File: src/rtl/mag_cmp_serial.sv
// Bit-serial MSB-first magnitude comparator with unsigned/two's-complement modes,
// start/busy/done handshake and a wrapping count of completed comparisons.
module mag_cmp_serial #(
   parameter int WIDTH = 8,
   parameter int CNT_W = 8
) (
   input  logic             clk,
   input  logic             rst_n,
   input  logic             ena,
   input  logic             start,
   input  logic             signed_mode,
   input  logic             bit_valid,
   input  logic             a_bit,
   input  logic             b_bit,
   output logic             busy,
   output logic             done,
   output logic             result_valid,
   output logic             gt,
   output logic             eq,
   output logic             lt,
   output logic [CNT_W-1:0] cmp_count
);

   localparam int BW = $clog2(WIDTH);

   typedef enum logic {IDLE, SHIFT} state_t;
   typedef enum logic [1:0] {REL_EQ, REL_GT, REL_LT} rel_t;

   state_t        state, state_nxt;
   rel_t          rel, rel_nxt;
   logic [BW-1:0] bit_cnt;
   logic          decided;
   logic          sgn;
   logic          accept_start;
   logic          consume;
   logic          last_bit;

   always_ff @(posedge clk or negedge rst_n) begin
      if (!rst_n)   state <= IDLE;
      else if (ena) state <= state_nxt;
   end

   always_comb begin
      state_nxt    = state;
      accept_start = 1'b0;
      consume      = 1'b0;
      last_bit     = 1'b0;
      rel_nxt      = rel;
      case (state)
         IDLE: begin
            if (start) begin
               accept_start = 1'b1;
               state_nxt    = SHIFT;
            end
         end
         SHIFT: begin
            if (bit_valid) begin
               consume  = 1'b1;
               last_bit = (bit_cnt == BW'(WIDTH - 1));
               if (last_bit) state_nxt = IDLE;
            end
         end
         default: state_nxt = IDLE;
      endcase
      // Sign bit weighs negative in two's complement, so its verdict flips.
      if (consume && !decided && (a_bit != b_bit))
         rel_nxt = (a_bit ^ (sgn && (bit_cnt == '0))) ? REL_GT : REL_LT;
   end

   always_ff @(posedge clk or negedge rst_n) begin
      if (!rst_n) begin
         bit_cnt      <= '0;
         decided      <= 1'b0;
         rel          <= REL_EQ;
         sgn          <= 1'b0;
         busy         <= 1'b0;
         done         <= 1'b0;
         result_valid <= 1'b0;
         gt           <= 1'b0;
         eq           <= 1'b0;
         lt           <= 1'b0;
         cmp_count    <= '0;
      end else if (!ena) begin
         done <= 1'b0;
      end else begin
         done <= 1'b0;
         if (accept_start) begin
            bit_cnt <= '0;
            decided <= 1'b0;
            rel     <= REL_EQ;
            sgn     <= signed_mode;
            busy    <= 1'b1;
         end
         if (consume) begin
            bit_cnt <= bit_cnt + BW'(1);
            rel     <= rel_nxt;
            if (rel_nxt != REL_EQ) decided <= 1'b1;
            if (last_bit) begin
               busy         <= 1'b0;
               done         <= 1'b1;
               result_valid <= 1'b1;
               gt           <= (rel_nxt == REL_GT);
               eq           <= (rel_nxt == REL_EQ);
               lt           <= (rel_nxt == REL_LT);
               cmp_count    <= cmp_count + CNT_W'(1);
            end
         end
      end
   end

endmodule

File: config.mk
export PLATFORM = sky130hd
export DESIGN_NAME = mag_cmp_serial
export DESIGN_NICKNAME = d
export VERILOG_FILES = /design/src/rtl/mag_cmp_serial.sv
export SDC_FILE = /design/constraint.sdc
export NUM_CORES = 1
export LEC_CHECK = 0
export ABC_AREA = 1
export BUFFER_PORTS_ARGS = -buffer_cell sky130_fd_sc_hd__clkbuf_2
export CAP_MARGIN = 10
export CORE_MARGIN = 2
export CORE_UTILIZATION = 56
export CTS_CLUSTER_SIZE = 24
export DETAILED_ROUTE_END_ITERATION = 8
export MAX_ROUTING_LAYER = met4
export PLACE_DENSITY = 0.84
export SETUP_SLACK_MARGIN = 0.3
export SLEW_MARGIN = 20
export SYNTH_ARGS = -nofsm -noshare
export SYNTH_HDL_FRONTEND = slang
export SYNTH_SLANG_ARGS = --single-unit
File: constraint.sdc
create_clock -name clk -period 3.2 [get_ports clk]
set_clock_uncertainty 0.1 [all_clocks]
set_input_delay 0.64 -clock clk [delete_from_list [all_inputs] [get_ports clk]]
set_output_delay 0.64 -clock clk [all_outputs]
set_load 0.02 [all_outputs]
==> results of run 1 <==
==> registers in the layout (all words and copies together), names as in the netlist <==
name and cells:
rel 2, sgn 1, decided 1, result_valid 1, done 1, lt 1
gt 1, bit_cnt 3, cmp_count 8, busy 1, state 1, eq 1
==> synth_stat cells (all sizes together) <==
| cell type | count | area [um^2] |
|---|---|---|
| buf | 1 | 7.51 |
| nand4 | 2 | 12.5 |
| or2 | 1 | 6.26 |
| nor2 | 10 | 63.8 |
| xnor2 | 2 | 17.5 |
| ha | 4 | 50.1 |
| nand3 | 7 | 47.6 |
| dfrtp | 22 | 551 |
| a21oi | 1 | 5.00 |
| o21ai | 7 | 35.0 |
| nand2 | 45 | 171 |
| xor2 | 5 | 51.3 |
| inv | 16 | 62.6 |
==> power groups by stage <==
stage / clock, mW / sequential, mW / combinational, mW
after floorplan: 0 / 0.463 / 0.155
after global placement: 0 / 0.421 / 0.278
after detailed placement: 0 / 0.424 / 0.292
after CTS: 0.220 / 0.420 / 0.292
after global routing: 0.231 / 0.432 / 0.329
final: 0.218 / 0.419 / 0.289
==> path summary, 6_finish.rpt <==
check	startpoint	to	cells after the start	slack, ps
hold reg to reg	result_valid$_DFFE_PN0P_	result_valid$_DFFE_PN0P_	1	390
min in group clk	result_valid$_DFFE_PN0P_	result_valid$_DFFE_PN0P_	1	390
max in group asynchronous	rst_n	bit_cnt[2]$_DFFE_PN0P_	1	2480
setup reg to reg	bit_cnt[0]$_DFFE_PN0P_	cmp_count[4]$_DFFE_PN0P_	8	1580
setup / recovery	cmp_count[0]$_DFFE_PN0P_	cmp_count[0]	1	1480
hold / removal	rst_n	state$_DFFE_PN0P_	1	170
==> cell families (layout without fill, tap and decap cells) <==
group | Yosys count | in the layout | share of synthesized area [%]
compound gates | 8 | 8 | 3.70
xor+xnor | 7 | 7 | 6.37
fa+ha+maj | 4 | 4 | 4.63
buf+inv | 17 | 41 | 6.48
flops | 22 | 22 | 50.9
simple gates | 65 | 65 | 27.9
==> routing by layer <==
metal	vias to the layer above	share of wire [%]	wire length, um
li1	424	-	-
met1	391	44	872
met2	16	50	980
met3	5	3.2	63
met4	0	2.4	47
met5	-	0	0
==> area by class of cell <==
class / instances / area [um^2]
repair buffers: 21 / 105
fillers: 140 / 502
clock inverters: 1 / 30.0
well taps: 25 / 31.3
clock buffers: 3 / 22.5
flip-flops and latches: 22 / 551
inverters: 16 / 62.6
multi-input cells: 84 / 460
==> impl_metrics.env, run 1 <==
export IMPL_cts_setup_buffers=0
export IMPL_crit_buf_inv=1
export IMPL_finalSetupViolations=0
export IMPL_finalSetupTns_ps=0
export IMPL_cts_buffers=3
export IMPL_slowest_stage="dfrtp_1"
export IMPL_p_seq_share_pct=45.2
export IMPL_fin_crit_ps=1720
export IMPL_cts_sinks=22
export IMPL_p_leak_nw=0.713
export IMPL_synth_seq_cells=22
export IMPL_synth_area_mm2=0.00108
export IMPL_drt_total_wl_um=1960
export IMPL_yosysWarnings=0
export IMPL_final_util_pct=71.6
export IMPL_setup_ws_ps=1480
export IMPL_maxCapViolations=0
export IMPL_intPower_mw=0.590
export IMPL_p_comb_share_pct=31.3
export IMPL_slew_violations=0
export IMPL_hold_slack_ps=168
export IMPL_clock_path_buffers=2
export IMPL_synth_area_per_cell_um2=8.79
export IMPL_routed_via_density=4.86
export IMPL_path_class="flop to output port"
export IMPL_placed_cells=168
export IMPL_final_cells=172
export IMPL_max_freq_mhz=581
export IMPL_synth_distinct_cells=20
export IMPL_antennaDiodeCount=0
export IMPL_io_pins=22
export IMPL_post_drt_wl_per_cell_um=11.4
export IMPL_initial_utilization_pct=61.3
export IMPL_worstMarginPinSlew_ps=522
export IMPL_dp_hpwl_um=1530
export IMPL_p_sw_share_pct=36.3
export IMPL_die_area_mm2=0.00230
export IMPL_drt_iter0_markers=12
export IMPL_die_w_um=47.9
export IMPL_status="finished, final reports clean"
export IMPL_hold_violations=0
export IMPL_dp_slack_ps=1420
export IMPL_path_clk_slew_ps=130
export IMPL_fin_nets=160
export IMPL_postPlaceCellArea_mm2=0.00121
export IMPL_worst_ep_arrival_time_ps=980
export IMPL_rsz0062_at_grt="no"
export IMPL_max_stage_delay_ps=460
export IMPL_clock_root_buffer="clkbuf_4"
export IMPL_crit_fanout=4
export IMPL_num_vias=836
export IMPL_die_y_um=47.9
export IMPL_min_path_type="input port to async pin"
export IMPL_max_slew_margin_rel_pct=65.2
export IMPL_worstPathCellList="clkbuf_2"
export IMPL_port_buffers=21
export IMPL_final_cell_mix="44 x nand2_1, 22 x dfrtp_1, 21 x clkbuf_2"
export IMPL_firstDrtPassIters=4
export IMPL_irDropWorstVdd_mv=0.503
export IMPL_finalCritPeriodShare_pct=53.8
export IMPL_cp_required_ps=2460
export IMPL_htreeDepth=1
export IMPL_postCtsResizedCells=0
export IMPL_gp_congestion=0.840
export IMPL_grtUsageMet2_pct=35.7
export IMPL_use_met3_pct=3.40
export IMPL_clkLatencyLatePin_ps=320
export IMPL_rows=15
export IMPL_area_growth_syn_to_layout_pct=16.8
export IMPL_crit_family="flip-flops"
export IMPL_power_mw=0.926
export IMPL_drive_gt1_share_pct=22.4
export IMPL_use_met1_pct=25.5
export IMPL_cp_end_kind="output port"
export IMPL_cts_tree="built"
export IMPL_final_cell_area_mm2=0.00126
export IMPL_syn_inst=123
export IMPL_antenna_found_initial=0
export IMPL_worstSetupStartpointType="flop"
export IMPL_detail_route_antenna_nets=0
export IMPL_coreArea_mm2=0.00176
export IMPL_yosysSeqAreaShare_pct=50.9
export IMPL_drcViolationCount=0
export IMPL_syn_nets=135
export IMPL_layout_commonest_cell="nand2_1"
export IMPL_grtUsageTotal_pct=21.8
export IMPL_grt_pass1_wl_um=3260
export IMPL_grt_pass1_vias=793
export IMPL_clkPwrFrac_pct=23.5
export IMPL_power_density_mw_per_mm2=733
export IMPL_p_sw_mw=0.336
export IMPL_busiest_layer="met2"
export IMPL_gr_total_overflow=0
export IMPL_grt_max_degree=23
export IMPL_cts_hold_buf=0
(Power assumes the default switching activity.)
==> run 2: changes to the inputs <==
--- a/config.mk
+++ b/config.mk
@@ -9,11 +9,11 @@
 export BUFFER_PORTS_ARGS = -buffer_cell sky130_fd_sc_hd__clkbuf_2
 export CAP_MARGIN = 10
 export CORE_MARGIN = 2
-export CORE_UTILIZATION = 56
+export CORE_UTILIZATION = 52
 export CTS_CLUSTER_SIZE = 24
 export DETAILED_ROUTE_END_ITERATION = 8
 export MAX_ROUTING_LAYER = met4
-export PLACE_DENSITY = 0.84
+export PLACE_DENSITY = 0.79
 export SETUP_SLACK_MARGIN = 0.3
 export SLEW_MARGIN = 20
 export SYNTH_ARGS = -nofsm -noshare
==> constraint.sdc (replaced) <==
create_clock -name clk -period 1.8 [get_ports clk]
set_clock_uncertainty 0.1 [all_clocks]
set_input_delay 0.36 -clock clk [delete_from_list [all_inputs] [get_ports clk]]
set_output_delay 0.36 -clock clk [all_outputs]
set_load 0.02 [all_outputs]
==> run 2 against run 1 <==
  * Hold slack got worse by 7.3 ps
  * Combinational power up 87%
  * Total power grew 63%
  * Via count is 3.6% higher
  * Utilization fell by 5.4 points
  * First-iteration DRC count shrank 42%
  * Clock-buffer cell count did not move
  * Global-route usage fell by 2.8 points
  * Worst setup slack worse by 1200 ps
  * Critical path depth rose by 7
  * Design area increased by 2.8%
  * Routed wire length is 2.0% higher
  * Largest power group unchanged
==> impl_metrics.env, run 2 (synthesis gave the netlist of run 1 again) <==
export IMPL_max_freq_mhz=674
export IMPL_p_seq_share_pct=49.9
export IMPL_slew_violations=0
export IMPL_num_vias=866
export IMPL_io_pins=22
export IMPL_initial_utilization_pct=55.1
export IMPL_p_comb_share_pct=35.7
export IMPL_routed_via_density=4.87
export IMPL_rows=16
export IMPL_drive_gt1_share_pct=27.2
export IMPL_finalSetupTns_ps=0
export IMPL_finalSetupViolations=0
export IMPL_top_register="cmp_count"
export IMPL_area_growth_syn_to_layout_pct=20.0
export IMPL_intPower_mw=0.918
export IMPL_post_drt_wl_per_cell_um=11.3
export IMPL_cts_tree="built"
export IMPL_dp_hpwl_um=1470
export IMPL_die_w_um=49.6
export IMPL_p_sw_mw=0.590
export IMPL_crit_fanout=6
export IMPL_maxCapViolations=0
export IMPL_die_area_mm2=0.00246
export IMPL_clkLatencyLatePin_ps=300
export IMPL_max_slew_margin_rel_pct=63.5
export IMPL_grtUsageTotal_pct=19.0
export IMPL_p_leak_nw=0.722
export IMPL_gr_total_overflow=0
export IMPL_grt_max_degree=23
export IMPL_largest_register_ffs=8
export IMPL_coreArea_mm2=0.00196
export IMPL_antennaDiodeCount=0
export IMPL_cts_sinks=22
export IMPL_rsz0062_at_grt="yes"
export IMPL_min_path_type="input port to flop"
export IMPL_finalCritPeriodShare_pct=82.4
export IMPL_power_density_mw_per_mm2=1160
export IMPL_fin_crit_ps=1480
export IMPL_antenna_found_initial=0
export IMPL_fin_nets=165
export IMPL_die_y_um=49.6
export IMPL_drcViolationCount=0
export IMPL_gp_congestion=0.775
export IMPL_path_clk_slew_ps=110
export IMPL_firstDrtPassIters=4
export IMPL_grt_pass1_wl_um=3530
export IMPL_grt_pass1_vias=842
export IMPL_cp_end_kind="flop"
export IMPL_final_util_pct=66.1
export IMPL_clock_path_buffers=2
export IMPL_hold_violations=0
export IMPL_detail_route_antenna_nets=0
export IMPL_worstSetupStartpointType="flop"
export IMPL_reg_top3="cmp_count (8), bit_cnt (3), rel (2)"
export IMPL_htreeDepth=1
export IMPL_path_class="flop to flop"
export IMPL_irDropWorstVdd_mv=0.609
export IMPL_layout_commonest_cell="nand2_1"
export IMPL_status="finished, final reports clean"
export IMPL_drt_total_wl_um=2000
export IMPL_worst_ep_arrival_time_ps=1580
export IMPL_port_buffers=21
export IMPL_clkPwrFrac_pct=14.4
export IMPL_final_cell_mix="42 x nand2_1, 22 x dfrtp_1, 21 x clkbuf_2"
export IMPL_p_sw_share_pct=39.1
export IMPL_worstMarginPinSlew_ps=548
export IMPL_cts_buffers=3
export IMPL_clock_root_buffer="clkbuf_4"
export IMPL_drt_iter0_markers=7
export IMPL_cp_required_ps=1900
run 2: cell count changes in the layout (fill, tap and decap cells not counted), sizes merged:
cell / delta
buf: +4
bufinv: -1
dlygate4sd3: +1
run 2: final timing paths:
kind | from | end | slack [ps] | cells past startpoint
setup / recovery | bit_cnt[1]$_DFFE_PN0P_ | cmp_count[4]$_DFFE_PN0P_ | 320 | 8
hold / removal | signed_mode | sgn$_DFFE_PN0P_ | 160 | 3
setup reg to reg | bit_cnt[1]$_DFFE_PN0P_ | cmp_count[4]$_DFFE_PN0P_ | 320 | 8
hold reg to reg | result_valid$_DFFE_PN0P_ | result_valid$_DFFE_PN0P_ | 380 | 1
max in group asynchronous | rst_n | lt$_DFFE_PN0P_ | 780 | 2
min in group asynchronous | rst_n | cmp_count[0]$_DFFE_PN0P_ | 460 | 2
run 2: worst max-delay path, stage by stage (launching register included):
cell and delay (ps):
dfrtp_1 380, ha_2 200, ha_4 140, inv_4 40
nor2_8 150, inv_4 60, nor2_4 120, nand2_2 60
xor2_1 130
run 2: stage by stage:
stage               hold slack [ps]  setup WS, ps  total power, mW  cell area [um^2]  instances
CTS                             152           355             1.50              1260        176
global route                    178           214             1.63              1300        178
global placement                256           331             1.26              1210        170
floorplan                     -35.6           319             1.10              1080        123
detailed placement              268           264             1.28              1210        170
finish                          161           317             1.51              1300        178
run 2: cell type report:
type	instances	area [um^2]
Clock buffer	3	22.5
Tap cell	27	33.8
Timing Repair Buffer	26	145
Sequential cell	22	551
Fill cell	176	664
Multi-Input combinational cell	84	480
Inverter	16	65.1
run 2: metal layers:
metal | wire [um] | GRT usage, % | up-vias | part of all wire, %
met5 | 0 | - | - | 0
met4 | 11 | 6.48 | 0 | 0.55
met3 | 88 | 3.33 | 2 | 4.4
met2 | 1100 | 33.3 | 23 | 55
met1 | 804 | 21.9 | 404 | 40
li1 | - | - | 437 | -
run 2: power groups by stage:
stage	clock [mW]	combinational [mW]	sequential, mW
final	0.217	0.539	0.753
after global routing	0.237	0.615	0.777
after CTS	0.224	0.530	0.747
after detailed placement	0	0.523	0.757
after global placement	0	0.503	0.753
after floorplan	0	0.278	0.824
run 2: what timing repair did:
item / in CTS / in global routing
hold buffers: 1 / 0
buffers inserted: 2 / 2
hold endpoints to repair: 22 / 0
endpoints found under the setup margin: 2 / 7
gates resized for setup: 0 / 7
pin swaps: 1 / 3
